File: src/rtl/mod_counter.sv
`default_nettype none
// +----------------------------------------------------------------------------+
// | Module   : mod_counter                                                     |
// | Desc     : Parametrised modulo up/down counter with wrap/saturate mode,    |
// |            parallel load, registered boundary pulse and optional sticky    |
// |            overflow flag (enabled by defining MOD_COUNTER_STICKY_OVF_EN).   |
// | Revision : 1.0 - initial release                                           |
// +----------------------------------------------------------------------------+
module mod_counter #(
    parameter int unsigned WIDTH    = 16,
    parameter int unsigned MAX      = (2**WIDTH) - 1,
    parameter int unsigned STEP     = 1,
    parameter int unsigned SATURATE = 0,
    parameter int unsigned INIT     = 0
) (
    input  logic             CLK,
    input  logic             RESET,
    input  logic             en,
    input  logic             up,
    input  logic             load,
    input  logic [WIDTH-1:0] load_value,
    input  logic             ovf_clr,
    output logic [WIDTH-1:0] O,
    output logic             at_max,
    output logic             at_zero,
    output logic             tc_evt,
    output logic             ovf
);

    // Boundary arithmetic is carried one bit wider so O + STEP cannot overflow.
    localparam logic [WIDTH:0]   c_max_x  = (WIDTH+1)'(MAX);
    localparam logic [WIDTH:0]   c_mod_x  = (WIDTH+1)'(MAX + 1);
    localparam logic [WIDTH:0]   c_step_x = (WIDTH+1)'(STEP);
    localparam logic [WIDTH-1:0] c_max_w  = WIDTH'(MAX);
    localparam logic [WIDTH-1:0] c_step_w = WIDTH'(STEP);
    localparam logic [WIDTH-1:0] c_init_w = WIDTH'(INIT);

    logic [WIDTH-1:0] r_count;
    logic             r_tc;

    logic [WIDTH:0]   w_cnt_x;
    logic [WIDTH:0]   w_sum;
    logic             w_up_bnd;
    logic             w_dn_bnd;
    logic             w_bnd;
    logic [WIDTH-1:0] w_up_lim;
    logic [WIDTH-1:0] w_dn_lim;
    logic [WIDTH-1:0] w_step_val;
    logic [WIDTH-1:0] w_ld_val;

    assign w_cnt_x  = {1'b0, r_count};
    assign w_sum    = w_cnt_x + c_step_x;
    assign w_up_bnd = (w_sum > c_max_x);
    assign w_dn_bnd = (w_cnt_x < c_step_x);
    assign w_bnd    = up ? w_up_bnd : w_dn_bnd;

    // Out-of-range load values clamp to MAX rather than aliasing.
    assign w_ld_val = ({1'b0, load_value} > c_max_x) ? c_max_w : load_value;

    generate
        if (SATURATE != 0) begin : g_sat
            assign w_up_lim = c_max_w;
            assign w_dn_lim = '0;
        end else begin : g_wrap
            assign w_up_lim = WIDTH'(w_sum - c_mod_x);
            assign w_dn_lim = WIDTH'(w_cnt_x + c_mod_x - c_step_x);
        end
    endgenerate

    always_comb begin
        w_step_val = r_count;
        if (up) begin
            w_step_val = w_up_bnd ? w_up_lim : WIDTH'(w_sum);
        end else begin
            w_step_val = w_dn_bnd ? w_dn_lim : (r_count - c_step_w);
        end
    end

    always_ff @(posedge CLK) begin
        if (RESET) begin
            r_count <= c_init_w;
            r_tc    <= 1'b0;
        end else if (load) begin
            r_count <= w_ld_val;
            r_tc    <= 1'b0;
        end else if (en) begin
            r_count <= w_step_val;
            r_tc    <= w_bnd;
        end else begin
            r_tc    <= 1'b0;
        end
    end

`ifdef MOD_COUNTER_STICKY_OVF_EN
    logic w_evt;
    logic r_ovf;

    assign w_evt = en & ~load & w_bnd;

    // A new event takes precedence over a coincident clear.
    always_ff @(posedge CLK) begin
        if (RESET) begin
            r_ovf <= 1'b0;
        end else if (w_evt) begin
            r_ovf <= 1'b1;
        end else if (ovf_clr) begin
            r_ovf <= 1'b0;
        end
    end

    assign ovf = r_ovf;
`else
    logic w_unused_ovf_clr;

    assign w_unused_ovf_clr = ovf_clr;
    assign ovf              = 1'b0;
`endif

    assign O       = r_count;
    assign tc_evt  = r_tc;
    assign at_max  = (r_count == c_max_w);
    assign at_zero = (r_count == '0);

endmodule
`default_nettype wire
File: config.mk
export PLATFORM = sky130hd
export DESIGN_NAME = mod_counter
export DESIGN_NICKNAME = d
export VERILOG_FILES = /design/src/rtl/mod_counter.sv
export SDC_FILE = /design/constraint.sdc
export NUM_CORES = 1
export LEC_CHECK = 0
export ABC_AREA = 1
export CAP_MARGIN = 20
export CELL_PAD_IN_SITES_DETAIL_PLACEMENT = 1
export CELL_PAD_IN_SITES_GLOBAL_PLACEMENT = 1
export CORE_ASPECT_RATIO = 1.25
export CORE_UTILIZATION = 40
export DETAILED_ROUTE_END_ITERATION = 6
export DONT_BUFFER_PORTS = 1
export HOLD_SLACK_MARGIN = 0.05
export PLACE_DENSITY_LB_ADDON = 0.1
export SLEW_MARGIN = 20
export SYNTH_ARGS = -nofsm -noshare
export SYNTH_HDL_FRONTEND = slang
export SYNTH_SLANG_ARGS = --single-unit
File: constraint.sdc
create_clock -name CLK -period 4.2 [get_ports CLK]
set_input_delay 0.63 -clock CLK [delete_from_list [all_inputs] [get_ports CLK]]
set_output_delay 0.63 -clock CLK [all_outputs]
set_load 0.05 [all_outputs]
==> results.md, run 1 <==
* Outcome: finished, final reports clean
* Wire per inst at roughly 17 microns
* Compound-Gate Fraction of Synth Area at between 10 and 15%
* Initial Utilization at between 40 and 50%
* Top Ports at between 40 and 50
* MaxCap Viol Count at 0
* Final Slew Violations at 0
* Adder-Cell Fraction of Synth Area at roughly 2.8%
* Core Region at 4160 sq um
* Worst slew margin at 40.7%
* Die height at roughly 77 microns
* Synth top area share at between 20% and 30%
* Vias in the first global route at between 2000 and 2500
* Pwr Total at around 540 uW
* Hold_ws at approximately 0.42 ns
* Path depth of the worst reg2reg path at 7
* NumNets Final at 346
* TritonCTS Buffers at 3
* CTS Buffer Depth at 2
* Worst-skew pair later-pin latency at ~0.27 ns
* Hold Crit Class: in2reg
* Clock root cell: clkbuf_8
* Final setup viols at 0
* Die W at slightly above 60 microns
* Vias post-DR at 2101
* Clock transition at path regs at 0.08 ns
* Hold path depth at 1
* Count of flip-flops with a built-in enable after synthesis at 0
* Worst-path maximum fanout at 8
* DR vias/cell at about 5.6
* Antenna violations before repair at 0
* Mux contribution to synthesized area at 0%
* Fill cells at between 600 and 700
* Data arrival time of the worst path at between 2 and 3 ns
* Number of library cell types mapped by synthesis at 32
* Routability cong. at between 0.8 and 0.9
* DPL Wire Length at between 4000 and 5000 microns
* Crit path kind: reg2out
* Antenna violation net count after detailed routing at 0
* Synth Area in Simple Gates at 49.2%
* Layout cell share with drive strength beyond 1 at under 10%
* Postcts setup bufs at 0
* ANT cells at 0
* Die area at roughly 4700 sq um
* Num rows at 26
* Minimum clock period at ~3.2 ns
* Largest family of logic cells by synthesized area: simple AND/OR/NAND/NOR gates
* Synth Area in XOR/XNOR at 2.46%
* Mean Syn Cell Area at 5.47 sq um
* Port-buffer cells at 0
* Main synth FF type: dfxtp_1
* DRC Markers at 0
* Peak supply drop at 0.152 mV
* Area Growth Syn to Fin at 4.49%
* FF/Latch Area at roughly 340 sq um
* Yosys Warn Count at 0
* Grt ovf at 0
* Area of the multi-input gates at around 1200 sq um
* Htree depth at 1
* Pre-Repair DR Iteration Count at 4
* Post-synthesis cell area at 1780 sq um
* FF+latch count, synth at 17
* Synth Net Count at approximately 350
* DR iter-0 viols at around 60
* Syn Inst Count at about 330
* TritonCTS clock tree: built
* Final hold vios at 0
* Sequential-to-total area share from yosys stat at roughly a fifth
* RSZ-0062 raised after global routing: no
* Synth top area cells: nand2_1 (22%), dfxtp_1 (19%), nand3_1 (12%)
* Top post-synthesis cells by count: nand2_1 (103), nand3_1 (42), nor2_1 (42)
* Worst setup EP type: output pin
* Most area-hungry cell type in the Yosys netlist: nand2_1
* Power per standard cell area at slightly below 300 nW/um^2
* CP Launch Type: flip-flop
* Final Skew at between 0.008 and 0.009 ns
* Leakage at 0.000851 uW
* Post-CTS Hold Buffers at 0
* Largest net degree at the start of global routing at 20
* Gr usage total at 29.3%
* Post-layout util at 44.7%
* WP data required at 3.57 ns
* Post-synth ARST share at 0%
* Tcrit/Tclk final at 77.0%
* Clock sinks at 17
* Cell with the most instances after synthesis: nand2_1
* Setup TNS at 0 ns
* Max Fclk at about 300 MHz
* First-pass GRT wire length at 10300 microns
* Routed wire length at around 6400 microns
* Worst-margin pin slew at around 0.9 ns
* Number of gates resized after CTS at 0
report_power, final:
| group | internal (uW) | switching (uW) |
|---|---|---|
| combinational | 51.5 | 109 |
| clock | 67.8 | 68.6 |
| sequential | 174 | 74.0 |
placed cells by master, fill, tap and decap left out, types with 3 or more instances in the layout:
cell      instances
a21oi_1          12
a22oi_1           5
a31oi_1           4
buf_4             3
clkbuf_8          3
dfxtp_1          17
ha_1              4
inv_1            36
nand2_1         103
nand3_1          42
nand4_1           8
nor2_1           42
o211ai_1          4
o21ai_0          12
xor2_1            5
state kept, by name, indices dropped and copies added, names as in the netlist:
name,count
O,16
tc_evt,1
per-layer routing:
metal	global-route usage [%]	part of all wire [%]	up-vias
li1	-	-	1051
met1	36.8	44	997
met2	49.7	50	42
met3	2.89	2.8	11
met4	10.9	2.8	0
met5	0	0	-
metrics by stage:
step | worst slack, ns | instance area [sq um] | std cells
floorplan | 0.901 | 1780 | 326
global placement | 1.28 | 1810 | 370
CTS | 0.953 | 1850 | 374
finish | 0.965 | 1860 | 375
global route | 0.814 | 1860 | 375
detailed placement | 1.25 | 1810 | 370
final timing paths:
| check | start | end | slack (ns) |
|---|---|---|---|
| setup reg to reg | O[1] | tc_evt | 1.49 |
| hold / removal | RESET | O[8] | 0.42 |
| hold reg to reg | O[1] | O[1] | 0.79 |
| setup / recovery | O[1] | at_max | 0.97 |
cells by family after synthesis:
kind of cell | Yosys count
AO/OA/AOI/OAI | 43
XOR/XNOR | 5
adder cells (fa/ha/maj) | 4
buffers and inverters | 51
flip-flops | 17
other | 1
AND/OR/NAND/NOR | 205
worst max-delay path, cell delays in order, from the launching register on:
cell and delay [ns]:
dfxtp_1 0.72, ha_1 0.32, nand2_1 0.10, nor2_4 0.25, nand4_1 0.20, nor3_2 0.73
area by class of cell:
cell class,instances,area share [%]
well taps,56,3.76
clock buffers,4,2.42
multi-input cells,258,66.9
inverters,37,7.46
flip-flops and latches,17,18.3
repair buffers,3,1.21
No activity file was read; power rests on OpenSTA's default activity.
==> run 2, diff against run 1 <==
Settings changed: CORE_UTILIZATION 40 to 38.
Clock period 4.2 ns to 2.66 ns, I/O delays scaled along.
==> run 2 against run 1 <==
Design area grew 6.2%. Count of clock-buffer cells in the layout is 1 lower. Sequential share of layout area shrank 1.1 points. Non-clock buffer count grew 15. Cell count up 4.5%. Clock skew down 0.0045 ns. Sequential cell count stayed put.
==> results.md, run 2 (synthesis results as in run 1) <==
* TritonCTS clock tree: built
* Antenna violation net count after detailed routing at 0
* Most frequent cells in the layout: nand2_1 (103), nor2_1 (42), nand3_1 (42)
* Routability cong. at around 0.9
* Met1 wire length at around 2700 microns
* Commonest non-fill, non-tap cell in the layout: nand2_1
* Worst setup EP type: output pin
* Sw Ratio at 45.5%
* Clock transition at path regs at roughly 0.080 ns
* Crit path kind: reg2out
* Clock sinks at 17
* Path depth of the worst reg2reg path at 8
* Die W at between 60 and 70 microns
* Minimum clock period at 2.21 ns
* Power per standard cell area at ~450 nW/um^2
* CP Buf/Inv Count at 1
* WP data required at ~2.3 ns
* Core Region at roughly 4500 sq um
* Routed wire length at 6470 microns
* MaxCap Viol Count at 0
* Pre-Repair DR Iteration Count at 4
* CTS Buffer Depth at 2
* Max stage delay cell, worst path: dfxtp_1
* Worst slack, placed at a little over 0.7 ns
* First-pass GRT wire length at around 11000 microns
* Antenna violations before repair at 0
* Worst-case hold path end point: O[3]
* Largest net degree at the start of global routing at 20
* Pwr Total at between 800 and 900 uW
* Hold path start: RESET
* Worst-margin pin slew at between 0.7 and 0.8 ns
* ANT cells at 0
* Num rows at 27
* RSZ-0062 raised after global routing: no
* Postcts setup bufs at 0
* R2r setup slk at ~0.7 ns
* Reg power frac at 37.0%
* Post-layout util at between 40 and 50%
* Cell-internal power at about 480 uW
* Tcrit/Tclk final at 83.1%
* Number of gates resized after CTS at 0
* Final Skew at approximately 0.0045 ns
* Hold path depth at 1
* Final worst setup slack at 0.450 ns
* Die area at just under 5000 sq um
* Final Slew Violations at 0
* Wire per inst at between 15 and 20 microns
* Area Growth Syn to Fin at 11.0%
* Reg-to-reg endpoint: tc_evt
* Layout cell share with drive strength beyond 1 at a little under a tenth
* Grt ovf at 0
* Worst-path maximum fanout at 8
* Met3 WL at approximately 160 microns
* Top delay family on crit path: simple AND/OR/NAND/NOR gates
* DR vias/cell at approximately 5.5
* CP peak stage delay at 0.43 ns
* Critical R2R Launch: O[12]
* Peak supply drop at roughly 0.19 mV
* DPL Wire Length at 5030 microns
* Outcome: finished, final reports clean
* Port-buffer cells at 0
* Met2 wire length at about 3400 microns
* Leakage at roughly 0.00093 uW
* Final setup viols at 0
* Post-CTS Hold Buffers at 0
* NumNets Final at between 300 and 400
* Clock root cell: clkbuf_8
* Highest metal used: met4
* Crit path cell chain: ha_1, nand2_1, nor2_4, nand4_1, nor3_2, buf_4
* Die height at 78.6 microns
* TritonCTS Buffers at 3
* Hold Crit Class: in2reg
* Max Fclk at between 400 and 500 MHz
* Data arrival time of the worst path at 1.81 ns
* DRC Markers at 0
* Worst-skew pair later-pin latency at ~0.27 ns
* Vias post-DR at roughly 2200
* Combinational Power Share at 38.7%
* Worst slew margin at 51.6%
* Htree depth at 1
* Final hold vios at 0
* Clock network power share at between 20% and 30%
* Max reg flops at 16
* Sw Pwr at ~400 uW
* CP Launch Type: flip-flop
* Vias in the first global route at between 2000 and 2500
* DR iter-0 viols at 87
* Top Ports at 42
* Setup TNS at 0 ns
* Initial Utilization at about two fifths
* Gr usage total at ~28%
* Fill cells at approximately 670
run 2: changes by cell type in the layout (fill, tap and decap cells not counted), sizes merged:
cell,before,now
clkinv,1,2
buf,3,18
clkbuf,4,3
run 2: worst max-delay path by stage:
stage | from | endpoint | slack (ns) | cells after the start
CTS | O[0] | at_max | 0.45 | 6
detailed placement | O[12] | tc_evt | 0.72 | 8
global placement | O[14] | at_zero | 0.77 | 4
global route | O[0] | at_max | 0.35 | 6
finish | O[0] | at_max | 0.45 | 6
floorplan | O[1] | at_max | 0.22 | 5
run 2: metrics by stage:
stage / instances / hold slack (ns) / cell area, sq um
global placement: 388 / 0.469 / 1930
floorplan: 326 / 0.556 / 1790
detailed placement: 388 / 0.473 / 1930
global route: 392 / 0.184 / 1980
CTS: 392 / 0.182 / 1980
finish: 392 / 0.189 / 1980
run 2: per-layer routing:
layer	track usage [%]	up-vias
met5	0	-
met2	54.2	41
li1	-	1071
met1	31.5	1026
met4	11.8	0
met3	2.47	15
run 2: cell type report:
class	count	area, sq um	area share, %
inverter	37	139	7.02
tap	58	72.6	3.67
timing repair buffer	18	135	6.83
clock inverter	1	5.00	0.253
multi-input combinational	258	1240	62.9
sequential	17	340	17.2
clock buffer	3	41.3	2.09
run 2: power groups by stage:
| stage | logic [uW] | registers (uW) | clock network [uW] |
|---|---|---|---|
| after floorplan | 214 | 373 | 0 |
| after global placement | 334 | 331 | 0 |
| after detailed placement | 341 | 332 | 0 |
| after CTS | 343 | 326 | 219 |
| after global routing | 382 | 330 | 225 |
| final | 342 | 327 | 215 |
